===== src/rtl/kbd_sequencer_if.sv =====
// Signal bundle between the PS/2 byte receiver, the scan-code translator,
// the CPU-side keyboard registers and the keyboard sequencer.
interface kbd_sequencer_if;
    logic       scan_valid;
    logic [7:0] scan_code;
    logic       xl_shift;
    logic [7:0] xl_incode;
    logic [6:0] xl_ascii;
    logic       xl_ar2;
    logic [6:0] key_data;
    logic       key_ready;
    logic       key_down;
    logic       vec274;
    logic       irq;
    logic       irq_dis;
    logic       rd_ack;

    // Sequencer side.
    modport master (
        input  scan_valid, scan_code, xl_ascii, xl_ar2, irq_dis, rd_ack,
        output xl_shift, xl_incode, key_data, key_ready, key_down, vec274, irq
    );

    // Environment side: receiver, translator and CPU registers.
    modport slave (
        output scan_valid, scan_code, xl_ascii, xl_ar2, irq_dis, rd_ack,
        input  xl_shift, xl_incode, key_data, key_ready, key_down, vec274, irq
    );
endinterface


===== src/rtl/kbd_sequencer.sv =====
// PS/2 scan-code sequencer: parses break/extended prefixes, tracks the shift
// keys, suppresses typematic repeats, runs one lookup cycle through an
// external translator and latches the resulting key code for the CPU.
module kbd_sequencer #(
    parameter logic [7:0] BREAK_PFX = 8'hF0,
    parameter logic [7:0] EXT_PFX   = 8'hE0,
    parameter logic [7:0] LSHIFT    = 8'h12,
    parameter logic [7:0] RSHIFT    = 8'h59
) (
    input  logic            clk,
    input  logic            reset_n,
    kbd_sequencer_if.master kbd
);

    typedef enum logic [2:0] {
        S_IDLE   = 3'd0,
        S_BRK    = 3'd1,
        S_EXT    = 3'd2,
        S_EXTBRK = 3'd3,
        S_LOOKUP = 3'd4
    } state_t;

    state_t     state, state_next;

    logic       lflag, lflag_next;
    logic       rflag, rflag_next;
    logic [7:0] incode_r, incode_next;
    logic [7:0] held_r, held_next;
    logic [6:0] key_data_r, key_data_next;
    logic       key_ready_r, key_ready_next;
    logic       key_down_r, key_down_next;
    logic       vec274_r, vec274_next;
    logic       ar2_pend, ar2_pend_next;

    logic       skid_valid;
    logic [7:0] skid_code;

    logic       parsing;
    logic       byte_valid;
    logic [7:0] byte_code;
    logic       is_shift_code;
    logic       do_make;
    logic       do_break;
    logic       is_ext;

    // Prefix/byte states consume input; LOOKUP only parks bytes in the skid.
    assign parsing = (state == S_IDLE) || (state == S_BRK) ||
                     (state == S_EXT)  || (state == S_EXTBRK);

    // Select the byte to parse this cycle: a parked skid byte wins, and a new
    // strobe arriving alongside it is lost.
    always_comb begin
        byte_valid = 1'b0;
        byte_code  = kbd.scan_code;
        if (parsing) begin
            if (skid_valid) begin
                byte_valid = 1'b1;
                byte_code  = skid_code;
            end else if (kbd.scan_valid) begin
                byte_valid = 1'b1;
            end
        end
    end

    assign is_shift_code = (byte_code == LSHIFT) || (byte_code == RSHIFT);

    // Next-state and next-register decode for the parser and lookup stage.
    always_comb begin
        // NOTE: every variable driven here gets a default first, so no path
        // leaves one unassigned and no latch is inferred.
        state_next    = state;
        lflag_next    = lflag;
        rflag_next    = rflag;
        incode_next   = incode_r;
        held_next     = held_r;
        key_data_next = key_data_r;
        key_down_next = key_down_r;
        vec274_next   = vec274_r;
        ar2_pend_next = ar2_pend;
        // NOTE: blocking assignments in combinational logic; the lookup branch
        // below reads key_ready_next after the rd_ack clear has been applied.
        key_ready_next = key_ready_r & ~kbd.rd_ack;
        do_make  = 1'b0;
        do_break = 1'b0;
        is_ext   = 1'b0;

        case (state)
            S_IDLE: begin
                if (byte_valid) begin
                    if (byte_code == BREAK_PFX) begin
                        state_next = S_BRK;
                    end else if (byte_code == EXT_PFX) begin
                        state_next = S_EXT;
                    end else begin
                        do_make = 1'b1;
                    end
                end
            end
            S_EXT: begin
                if (byte_valid) begin
                    if (byte_code == BREAK_PFX) begin
                        state_next = S_EXTBRK;
                    end else begin
                        do_make = 1'b1;
                        is_ext  = 1'b1;
                    end
                end
            end
            S_BRK: begin
                if (byte_valid) begin
                    do_break = 1'b1;
                end
            end
            S_EXTBRK: begin
                if (byte_valid) begin
                    do_break = 1'b1;
                    is_ext   = 1'b1;
                end
            end
            S_LOOKUP: begin
                state_next = S_IDLE;
                if (kbd.xl_ar2) begin
                    // Prefix key: remember that the next key uses vector 274.
                    ar2_pend_next = 1'b1;
                end else if ((kbd.xl_ascii != 7'h00) && !key_ready_next) begin
                    key_data_next  = kbd.xl_ascii;
                    key_ready_next = 1'b1;
                    vec274_next    = ar2_pend;
                    ar2_pend_next  = 1'b0;
                end
            end
            default: begin
                state_next = S_IDLE;
            end
        endcase

        if (do_make) begin
            state_next = S_IDLE;
            if (is_shift_code) begin
                // Extended 12/59 are fake shifts inserted by the keyboard.
                if (!is_ext) begin
                    if (byte_code == LSHIFT) begin
                        lflag_next = 1'b1;
                    end else begin
                        rflag_next = 1'b1;
                    end
                end
            end else if (!(key_down_r && (byte_code == held_r))) begin
                incode_next   = byte_code;
                held_next     = byte_code;
                key_down_next = 1'b1;
                state_next    = S_LOOKUP;
            end
        end

        if (do_break) begin
            state_next = S_IDLE;
            if (is_shift_code) begin
                if (!is_ext) begin
                    if (byte_code == LSHIFT) begin
                        lflag_next = 1'b0;
                    end else begin
                        rflag_next = 1'b0;
                    end
                end
            end else if (byte_code == held_r) begin
                key_down_next = 1'b0;
            end
        end
    end

    // Parser state and key registers.
    always_ff @(posedge clk or negedge reset_n) begin
        if (!reset_n) begin
            state       <= S_IDLE;
            lflag       <= 1'b0;
            rflag       <= 1'b0;
            incode_r    <= 8'h00;
            held_r      <= 8'h00;
            key_data_r  <= 7'h00;
            key_ready_r <= 1'b0;
            key_down_r  <= 1'b0;
            vec274_r    <= 1'b0;
            ar2_pend    <= 1'b0;
        end else begin
            // NOTE: non-blocking assignments for all sequential state, so
            // every register samples pre-edge values regardless of order.
            state       <= state_next;
            lflag       <= lflag_next;
            rflag       <= rflag_next;
            incode_r    <= incode_next;
            held_r      <= held_next;
            key_data_r  <= key_data_next;
            key_ready_r <= key_ready_next;
            key_down_r  <= key_down_next;
            vec274_r    <= vec274_next;
            ar2_pend    <= ar2_pend_next;
        end
    end

    // Skid occupancy: fill on a strobe during LOOKUP, drain in any parsing state.
    always_ff @(posedge clk or negedge reset_n) begin
        if (!reset_n) begin
            skid_valid <= 1'b0;
        end else if (state == S_LOOKUP) begin
            if (kbd.scan_valid && !skid_valid) begin
                skid_valid <= 1'b1;
            end
        end else if (parsing) begin
            skid_valid <= 1'b0;
        end
    end

    // Skid data byte, captured alongside the occupancy flag.
    always_ff @(posedge clk) begin
        // NOTE: the skid data is not reset; it is only ever read while
        // skid_valid is set, and skid_valid is reset.
        if ((state == S_LOOKUP) && kbd.scan_valid && !skid_valid) begin
            skid_code <= kbd.scan_code;
        end
    end

    assign kbd.xl_shift  = lflag | rflag;
    assign kbd.xl_incode = incode_r;
    assign kbd.key_data  = key_data_r;
    assign kbd.key_ready = key_ready_r;
    assign kbd.key_down  = key_down_r;
    assign kbd.vec274    = vec274_r;
    assign kbd.irq       = key_ready_r & ~kbd.irq_dis;

endmodule


===== src/flat_wrapper.sv =====
// flat-port wrapper written by rule: the top's interface ports become plain ports
module kbd_sequencer_flat 
#(
    parameter logic [7:0] BREAK_PFX = 8'hF0,
    parameter logic [7:0] EXT_PFX   = 8'hE0,
    parameter logic [7:0] LSHIFT    = 8'h12,
    parameter logic [7:0] RSHIFT    = 8'h59
)
  (clk, reset_n, kbd_scan_valid, kbd_scan_code, kbd_xl_ascii, kbd_xl_ar2, kbd_irq_dis, kbd_rd_ack, kbd_xl_shift, kbd_xl_incode, kbd_key_data, kbd_key_ready, kbd_key_down, kbd_vec274, kbd_irq);
  kbd_sequencer_if kbd_i ();
  input  logic clk;
  input  logic reset_n;
  input wire logic [$bits(kbd_i.scan_valid)-1:0] kbd_scan_valid;
  input wire logic [$bits(kbd_i.scan_code)-1:0] kbd_scan_code;
  input wire logic [$bits(kbd_i.xl_ascii)-1:0] kbd_xl_ascii;
  input wire logic [$bits(kbd_i.xl_ar2)-1:0] kbd_xl_ar2;
  input wire logic [$bits(kbd_i.irq_dis)-1:0] kbd_irq_dis;
  input wire logic [$bits(kbd_i.rd_ack)-1:0] kbd_rd_ack;
  output wire logic [$bits(kbd_i.xl_shift)-1:0] kbd_xl_shift;
  output wire logic [$bits(kbd_i.xl_incode)-1:0] kbd_xl_incode;
  output wire logic [$bits(kbd_i.key_data)-1:0] kbd_key_data;
  output wire logic [$bits(kbd_i.key_ready)-1:0] kbd_key_ready;
  output wire logic [$bits(kbd_i.key_down)-1:0] kbd_key_down;
  output wire logic [$bits(kbd_i.vec274)-1:0] kbd_vec274;
  output wire logic [$bits(kbd_i.irq)-1:0] kbd_irq;
  assign kbd_i.scan_valid = kbd_scan_valid;
  assign kbd_i.scan_code = kbd_scan_code;
  assign kbd_i.xl_ascii = kbd_xl_ascii;
  assign kbd_i.xl_ar2 = kbd_xl_ar2;
  assign kbd_i.irq_dis = kbd_irq_dis;
  assign kbd_i.rd_ack = kbd_rd_ack;
  assign kbd_xl_shift = kbd_i.xl_shift;
  assign kbd_xl_incode = kbd_i.xl_incode;
  assign kbd_key_data = kbd_i.key_data;
  assign kbd_key_ready = kbd_i.key_ready;
  assign kbd_key_down = kbd_i.key_down;
  assign kbd_vec274 = kbd_i.vec274;
  assign kbd_irq = kbd_i.irq;
  kbd_sequencer #(.BREAK_PFX(BREAK_PFX), .EXT_PFX(EXT_PFX), .LSHIFT(LSHIFT), .RSHIFT(RSHIFT)) u_core (.clk(clk), .reset_n(reset_n), .kbd(kbd_i));
endmodule

===== config.mk =====
export PLATFORM = sky130hd
export DESIGN_NAME = kbd_sequencer_flat
export DESIGN_NICKNAME = d
export VERILOG_FILES = /design/src/rtl/kbd_sequencer_if.sv /design/src/rtl/kbd_sequencer.sv /design/src/flat_wrapper.sv
export SDC_FILE = /design/constraint.sdc
export NUM_CORES = 1
export LEC_CHECK = 0
export BUFFER_PORTS_ARGS = -buffer_cell sky130_fd_sc_hd__clkbuf_2
export CAP_MARGIN = 20
export CORE_MARGIN = 4
export CORE_UTILIZATION = 53
export DETAILED_ROUTE_END_ITERATION = 8
export PLACE_DENSITY_LB_ADDON = 0.05
export RECOVER_POWER = 25
export SLEW_MARGIN = 30
export SYNTH_ARGS = -nofsm -noshare
export SYNTH_HDL_FRONTEND = slang
export SYNTH_SLANG_ARGS = --single-unit

===== constraint.sdc =====
create_clock -name clk -period 3 [get_ports clk]
set_input_delay 0.6 -clock clk [delete_from_list [all_inputs] [get_ports clk]]
set_output_delay 0.6 -clock clk [all_outputs]
set_load 0.03 [all_outputs]

**After elaboration in Yosys (flattened, before gate mapping)**

Index checks and enable logic that the tools add are counted.

- Bitwise logic cells: 8
- Equality and inequality tests: 15
- Muxes and demuxes: 54
- Reduce and logical (&&, ||, !) cells: 21

Operators by type and width:

| cell | number |
|---|---|
| $mux W1 | 40 |
| $mux W3 | 9 |
| $eq A8 B8 Y1 const B | 2 |
| $mux W8 | 2 |
| $pmux W3 S3 | 1 |
| $eq A8 B5 Y1 const B | 1 |
| $eq A8 B7 Y1 const B | 1 |
| $eq A8 B8 Y1 | 1 |
| $ne A4 B1 Y1 const B | 2 |
| $reduce_bool A7 Y1 | 1 |
| $eq A3 B2 Y1 const B | 2 |
| $reduce_and A3 Y1 | 2 |
| $logic_and A1 B1 Y1 | 5 |
| $ne A5 B3 Y1 const B | 1 |
| $not A1 Y1 | 5 |
| $reduce_and A5 Y1 | 1 |
| $logic_or A1 B1 Y1 | 4 |
| $ne A4 B2 Y1 const B | 1 |
| $pmux W1 S2 | 2 |
| $reduce_and A2 Y1 | 2 |
| $reduce_bool A2 Y1 | 2 |
| $eq A3 B1 Y1 const B | 1 |
| $eq A3 B3 Y1 const B | 1 |
| $logic_not A3 Y1 | 1 |
| 6 further kinds | 8 |

- Flip-flop bits (word level): 33
- Output and inout port bits: 20
- Input port bits: 21

**Depth between registers and ports, before layout**

Gate-level depths: netlist (run 1).

- Depth in word-level cells: 16
- Mapped depth: 11
- Mapped depth without buffers: 7

**Worst setup path after synthesis (run 1)**

No wires, ideal clock.

- Path type: reg-to-reg
- Start point: register u_core.state[2]
- End point: register u_core.incode_r[0] (netlist: u_core.kbd.xl_incode[0])
- Slack: 0.542 ns
- Stages on the path, launching flop included: 11
- Arrival time: 2.333 ns
- Setup time: 0.125 ns
- Cells stage by stage: dfrtp_1 > buf_6 > nor2b_4 > buf_6 > mux2_4 > and4_1 > nor2_2 > or4b_1 > a21o_1 > buf_6 > mux2_4

- Cells in the longest elaborated chain, start to end: 11
- Elaborated cells between the ends (all ways): 25
- Those cells by class: eq/ne: 8; mux: 8; bitwise: 2; reduce/logical: 7

Ends and longest elaborated chain:

| element | RTL line | text |
|---|---|---|
| start, declared | kbd_sequencer.sv:23 | `state_t state, state_next;` |
| start signal, assigned | kbd_sequencer.sv:188 | `state <= state_next;` |
| $eq A3 B1 Y1 / $logic_not A3 Y1 (equally long branches) | kbd_sequencer.sv:47, kbd_sequencer.sv:87 |  |
| $logic_or A1 B1 Y1 (2 in a row) | kbd_sequencer.sv:47 | `assign parsing = (state == S_IDLE) \|\| (state == S_BRK) \|\|` |
| $logic_or A1 B1 Y1 | kbd_sequencer.sv:48 | `(state == S_EXT) \|\| (state == S_EXTBRK);` |
| $mux W8 | kbd_sequencer.sv:55 | `if (parsing) begin` |
| $eq A8 B8 Y1 | kbd_sequencer.sv:92 | `end else if (byte_code == EXT_PFX) begin` |
| $mux W1 | kbd_sequencer.sv:92 |  |
| $mux W1 | kbd_sequencer.sv:90 | `if (byte_code == BREAK_PFX) begin` |
| $mux W1 | kbd_sequencer.sv:89 | `if (byte_valid) begin` |
| $pmux W1 S2 | kbd_sequencer.sv:87 | `case (state)` |
| $reduce_and A3 Y1 (no source line) | -- |  |
| end signal, assigned | kbd_sequencer.sv:191 | `incode_r <= incode_next;` |
| end, declared | kbd_sequencer.sv:27 | `logic [7:0] incode_r, incode_next;` |

Several ways; a longest one is shown, not always the timed one.
A chain may end at the register's enable or synchronous reset.

**Worst setup path in the final report (run 1)**

- Start point: register u_core.skid_valid
- End point: register u_core.incode_r[5] (netlist: u_core.kbd.xl_incode[5])

- Cells in the longest elaborated chain, start to end: 8
- Elaborated cells between the ends (all ways): 20
- Those cells by class: eq/ne: 5; mux: 10; bitwise: 2; reduce/logical: 3

Ends and longest elaborated chain:

| element | RTL line | text |
|---|---|---|
| start, declared | kbd_sequencer.sv:35 | `logic skid_valid;` |
| start signal, assigned | kbd_sequencer.sv:204 | `skid_valid <= 1'b0;` |
| start signal, assigned | kbd_sequencer.sv:207 | `skid_valid <= 1'b1;` |
| start signal, assigned | kbd_sequencer.sv:210 | `skid_valid <= 1'b0;` |
| $mux W8 | kbd_sequencer.sv:56 | `if (skid_valid) begin` |
| $mux W8 | kbd_sequencer.sv:55 |  |
| $eq A8 B8 Y1 | kbd_sequencer.sv:92 |  |
| $mux W1 | kbd_sequencer.sv:92 |  |
| $mux W1 | kbd_sequencer.sv:90 |  |
| $mux W1 | kbd_sequencer.sv:89 |  |
| $pmux W1 S2 | kbd_sequencer.sv:87 |  |
| $reduce_and A3 Y1 (no source line) | -- |  |

Several ways; a longest one is shown, not always the timed one.

==> out/qor.csv, run 1 <==
metric,value,unit
die_height,66.04,um
maxCapViolations,0,
grtUsageTotal,20.71,%
synth_area,1785,um2
dpl.hpwl,2991,um
yosys-top-cells-count,"dfrtp_1, a21oi_1, mux2_2",
fmax,357.2,MHz
clkSlewWorstSetupHoldPaths,0.09,ns
ctsHoldBuffers,0,
ys_seq_area_share,48.49,%
finalClockSkew,0.002016,ns
htreeDepth,2,
nFillCells,239,
syn-num-nets,178,
finalNonFillerCells,247,
fp.dieW,66.04,um
relSlewSlack,7.433,%
timing.final.crit_share,93.33,%
hold_path.class,in -> reg,
antenna_found_initial,0,
clk_latency,0.33,ns
status,completed,
rsz0062_at_grt,no,
synthArstFlopShare,75.76,%
yosys_warnings,0,
wl_per_cell,15.95,um
ys.flop_type,dfrtp_1,
multi_input_area,833.3,um2
grt_pass1_vias,1454,
grt_pass1_wl,6831,um
drt-total-wl,3939,um
seq_area,865.8,um2
area_delta_synth_final,15.70,%
synth_edf_count,8,
worst_path_most_repeated_cell,mux2_4,
worst_ir_drop_vdd,0.4752,mV
p_per_area,947.5,nW/um2
ys_types,42,
core_area,3128,um2
firstDrtPassIters,4,
end_kind,flop,
hold_viol_final,0,
synth.most_common_cell,dfrtp_1,
clock-sinks,33,
maxSlewViolCount,0,
globalplace.congestion,0.9126,
drtIter0Drc,105,
post_cts_buffers,0,
drc,0,
cts_resized,0,
synth.area.top_cells,"dfrtp_1, edfxtp_1, mux2_2",
synth_cells,157,
critical_path_class,reg -> reg,
fin_tns_setup,0,ns
final_nets,223,
grt-ovfl-total,0,
leakage,0.9246,nW
setup_viol,0,
arrival,3.02,ns
grt_max_degree,26,
crit_slowest_cell,or4b_1,
drtAntennaViolNets,0,
numCtsBuffers,5,
worst_slew_pin_slew,1.389,ns
slowest_delay,0.48,ns
start_kind,flop,
start_util,57.08,%
dieArea,4361,um2
synth_top_area_cell,dfrtp_1,
clock_path_buffers,2,
final_layout_size_suffix_gt1_share,32.02,%
via_per_inst,5.692,
cts_tree,yes,
dp_cells,239,
fin_crit,2.800,ns
path_cells,nor2b_4 -> mux2_4 -> and4_1 -> nor2_2 -> or4b_1 -> a21o_1 -> buf_4 -> mux2_4,
cp.required,3.22,ns
pin_count,41,
vias,1406,
crit_fanout,12,
fin_hold_ws,0.4873,ns
io_buffers,40,
cts-root-buf,clkbuf_4,
rows,20,
syn_avg_cell_area,11.37,um2
netlist.area_leader.share,35.04,%
diodes,0,
ys_ff_latch,33,
worst paths after layout:
check                           slack [ns]                 endpoint              start  depth (start not counted)
worst max-delay path                  0.20  u_core.kbd.xl_incode[5]  u_core.skid_valid                          8
worst min-delay path                  0.49     u_core.kbd.key_ready         kbd_xl_ar2                          2
worst max register to register        0.20  u_core.kbd.xl_incode[5]  u_core.skid_valid                          8
worst min register to register        0.51          u_core.ar2_pend    u_core.ar2_pend                          1
max in group asynchronous             1.62          u_core.state[1]            reset_n                          1
min in group asynchronous             0.56  u_core.kbd.xl_incode[1]            reset_n                          1
registers in the layout, summed over array words and instances (netlist names):
signal                flops
u_core.kbd.xl_incode      8
u_core.skid_code          8
u_core.kbd.key_data       7
u_core.state              3
u_core.ar2_pend           1
u_core.kbd.key_down       1
u_core.kbd.key_ready      1
u_core.kbd.vec274         1
u_core.lflag              1
u_core.rflag              1
u_core.skid_valid         1
cell usage in the layout (no fill, tap or decap), types with 2 or more instances in the layout:
cell	count
a21oi_1	10
a221oi_1	2
a31oi_1	4
buf_4	4
clkbuf_1	11
clkbuf_2	31
clkbuf_4	5
dfrtp_1	25
edfxtp_1	8
inv_1	9
mux2_2	10
mux2_4	6
mux2i_1	8
nand2_1	9
nand2b_1	4
nor2_1	6
nor2b_1	4
nor3_1	4
nor3b_1	2
nor4_1	4
o21ai_0	5
o22ai_1	2
o31ai_1	2
or4b_2	2
xnor2_1	3
xor2_1	4
area by class of cell:
cell class	instances	share of cell area [%]
Inverter	9	1.635
Timing Repair Buffer	44	10.60
Clock buffer	8	2.847
Sequential cell	33	41.91
Tap cell	44	2.665
Multi-Input combinational cell	109	40.34
power by group:
group / total, W / leakage [nW] / switching, W / internal (W)
clock: 0.000256 / 0.0326 / 0.000140 / 0.000116
combinational: 0.000943 / 0.517 / 0.000563 / 0.000379
sequential: 0.000759 / 0.375 / 0.000143 / 0.000616
metrics by stage:
step	area [um2]	setup WS, ns	power (W)	utilization [%]
floorplan	1785	0.5417	0.001460	-
global placement	2018	0.3563	0.001686	64.52
detailed placement	2018	0.2460	0.001711	64.52
CTS	2077	0.2276	0.001971	66.40
global route	2066	0.1204	0.002087	66.04
finish	2066	0.2002	0.001957	66.04
critical path, delay by kind of cell (launching register included):
kind	cells	cell delay, ns
and+or+nand+nor	4	1.20
AOI/OAI and AO/OA	1	0.18
DFF	1	0.46
muxes	2	0.67
buffers and inverters	1	0.19
per-layer routing:
| metal | wire length (um) | vias to the layer above | share of wire, % | global-route usage, % |
|---|---|---|---|---|
| li1 | - | 672 | - | - |
| met1 | 1798 | 679 | 46 | 26.36 |
| met2 | 1835 | 48 | 47 | 33.79 |
| met3 | 249 | 7 | 6.3 | 5.272 |
| met4 | 56 | 0 | 1.4 | 7.868 |
| met5 | 0 | - | 0 | 0 |
logic make-up after synthesis:
logic type      share of synthesized area (%)
compound gates                          11.84
mux                                     15.84
simple gates                            15.56
buf+inv                                 4.835
flops                                   48.49
xor+xnor                                3.434
Note: power is estimated with default switching activity, not from simulation.
==> run 2, diff against run 1 <==
--- a/config.mk
+++ b/config.mk
@@ -10,7 +10,7 @@
 export CORE_MARGIN = 4
 export CORE_UTILIZATION = 53
 export DETAILED_ROUTE_END_ITERATION = 8
-export PLACE_DENSITY_LB_ADDON = 0.05
+export PLACE_DENSITY = 0.77
 export RECOVER_POWER = 25
 export SLEW_MARGIN = 30
 export SYNTH_ARGS = -nofsm -noshare
==> run 2 against run 1 <==
Hold slack lost 0.0074 ns. Critical path depth shrank 1. Largest power group unchanged. Via count shrank 0.71%. Flip-flop and latch count is the same. Global-route usage shrank 0.71 points. Largest cell class unchanged. Die area is the same. Setup slack gained 0.0032 ns. Clock power grew 37%.
==> out/qor.csv, run 2 (synthesis results as in run 1) <==
metric,value,unit,change
final_layout_size_suffix_gt1_share,32.84,%,+0.82 points
maxCapViolations,0,,unchanged
path_cells,nor2b_4 -> mux2_4 -> and4_1 -> nor2_2 -> or4b_1 -> a21o_1 -> mux2_4,,
fin_tns_setup,0,ns,unchanged
dieArea,4361,um2,unchanged
p_sw_share,41.84,%,-1.4 points
critical_path_class,reg -> reg,,
via_per_inst,5.629,,-1.1%
grt_pass1_vias,1397,,-3.9%
worst_ir_drop_vdd,0.5897,mV,+24%
hold_path.class,in -> reg,,
maxSlewViolCount,0,,unchanged
final_util,67.12,%,+1.1 points
clkPwrFrac,17.0,%,+3.9 points
grt_max_degree,26,,unchanged
p_per_area,978.8,nW/um2,+3.3%
drtIter0Drc,84,,-20%
area_delta_synth_final,17.59,%,
start_kind,flop,,
start_util,57.08,%,unchanged
firstDrtPassIters,4,,unchanged
fp.dieW,66.04,um,unchanged
end_kind,flop,,
finalClockSkew,0.01102,ns,+0.009000 ns
crit_family,simple AND/OR/NAND/NOR gates,,
fmax,357.6,MHz,+0.11%
clock-sinks,33,,unchanged
cts_resized,0,,unchanged
pwr-share-seq,37.3,%,-1.5 points
clkSlewWorstSetupHoldPaths,0.10,ns,about the same
die_height,66.04,um,unchanged
drtAntennaViolNets,0,,unchanged
path_buf_inv,0,,-1
diodes,0,,unchanged
clk_latency,0.34,ns,about the same
numCtsBuffers,5,,unchanged
drc,0,,unchanged
hold_viol_final,0,,unchanged
status,completed,,
core_area,3128,um2,unchanged
internal_power,0.001195,W,+7.6%
wl_per_cell,15.97,um,+0.13%
grt-ovfl-total,0,,unchanged
setup_viol,0,,unchanged
grt_pass1_wl,6479,um,-5.2%
cts-root-buf,clkbuf_4,,
timing.final.crit_share,93.22,%,-0.11 points
rows,20,,unchanged
dpl.hpwl,2933,um,-1.9%
crit_fanout,9,,-3
rsz0062_at_grt,no,,
pin_count,41,,unchanged
htreeDepth,2,,unchanged
leakage,0.9437,nW,+2.1%
crit_slowest_cell,dfrtp_1,,
worst_slew_pin_slew,1.340,ns,-0.04822 ns
antenna_found_initial,0,,unchanged
slowest_delay,0.47,ns,about the same
cp.required,3.23,ns,about the same
globalplace.congestion,0.8572,,-6.1%
final_cell_mix,"clkbuf_2, dfrtp_1, a21oi_1, mux2_2, clkbuf_1",,
drt-total-wl,3960,um,+0.53%
p_sw,0.0008599,W,+1.6%
worst_path_most_repeated_cell,mux2_4,,
final_common_cell,clkbuf_2,,
arrival,3.03,ns,about the same
io_buffers,40,,unchanged
clock_path_buffers,2,,unchanged
relSlewSlack,10.65,%,+3.2 points
final_nets,224,,+0.45%
fin_crit,2.797,ns,-0.003187 ns
combPwrFrac,45.7,%,-2.5 points
cts_tree,yes,,
vias,1396,,-0.71%
grtUsageTotal,20.00,%,-0.71 points
-- run 2: changes by cell type in the layout (fill, tap and decap cells not counted), sizes merged --
cell	delta
bufinv	+1
clkbuf	-1
buf	+1
-- run 2: final timing paths --
path / end / cells past startpoint / slack, ns / startpoint
min in group asynchronous: u_core.kbd.xl_incode[1] / 1 / 0.53 / reset_n
max in group asynchronous: u_core.state[0] / 1 / 1.68 / reset_n
max: u_core.kbd.xl_incode[0] / 7 / 0.20 / u_core.skid_valid
min reg2reg: u_core.ar2_pend / 1 / 0.51 / u_core.ar2_pend
max reg2reg: u_core.kbd.xl_incode[0] / 7 / 0.20 / u_core.skid_valid
min: u_core.kbd.key_ready / 2 / 0.48 / kbd_xl_ar2
-- run 2: worst register-to-register path, cell delays in order (launching register included) --
cell and delay, ns:
dfrtp_1 0.47, nor2b_4 0.32, mux2_4 0.36, and4_1 0.22, nor2_2 0.10, or4b_1 0.47, a21o_1 0.37, mux2_4 0.37
-- run 2: routing by layer --
metal / vias up / GRT usage (%) / wire (um)
li1: 670 / - / -
met2: 45 / 31.54 / 1922
met3: 7 / 6.973 / 241
met1: 674 / 25.66 / 1741
met4: 0 / 6.599 / 55
met5: - / 0 / 0
-- run 2: power groups by stage --
stage / Sequential (W) / Clock, W / Combinational [W]
after global routing: 0.000792 / 0.000377 / 0.00101
after detailed placement: 0.000771 / 0 / 0.000924
after CTS: 0.000764 / 0.000352 / 0.000929
after global placement: 0.000757 / 0 / 0.000907
after floorplan: 0.000964 / 0 / 0.000496
final: 0.000766 / 0.000350 / 0.000939
-- run 2: final cells by class --
| type | instances | area, um2 |
|---|---|---|
| Tap cell | 44 | 55.05 |
| Inverter | 9 | 33.78 |
| Fill cell | 245 | 1028 |
| Sequential cell | 33 | 865.8 |
| Multi-Input combinational cell | 109 | 833.3 |
| Timing Repair Buffer | 45 | 226.5 |
| Clock buffer | 7 | 55.05 |
| Clock inverter | 1 | 30.03 |
-- run 2: what timing repair did --
item	CTS	global route
hold buffers	0	0
setup endpoints to repair	0	5
setup buffers	0	3
-- run 2: through the flow --
step	worst slack (ns)	total power, W	area, um2	instances	hold slack (ns)
after global routing	0.04932	0.002178	2100	248	0.4691
final	0.2034	0.002055	2100	248	0.4799
after global placement	0.2346	0.001664	2003	237	0.4812
after floorplan	0.5417	0.001460	1785	157	0.3044
after CTS	0.1372	0.002045	2088	245	0.2789
after detailed placement	0.1574	0.001695	2003	237	0.4871
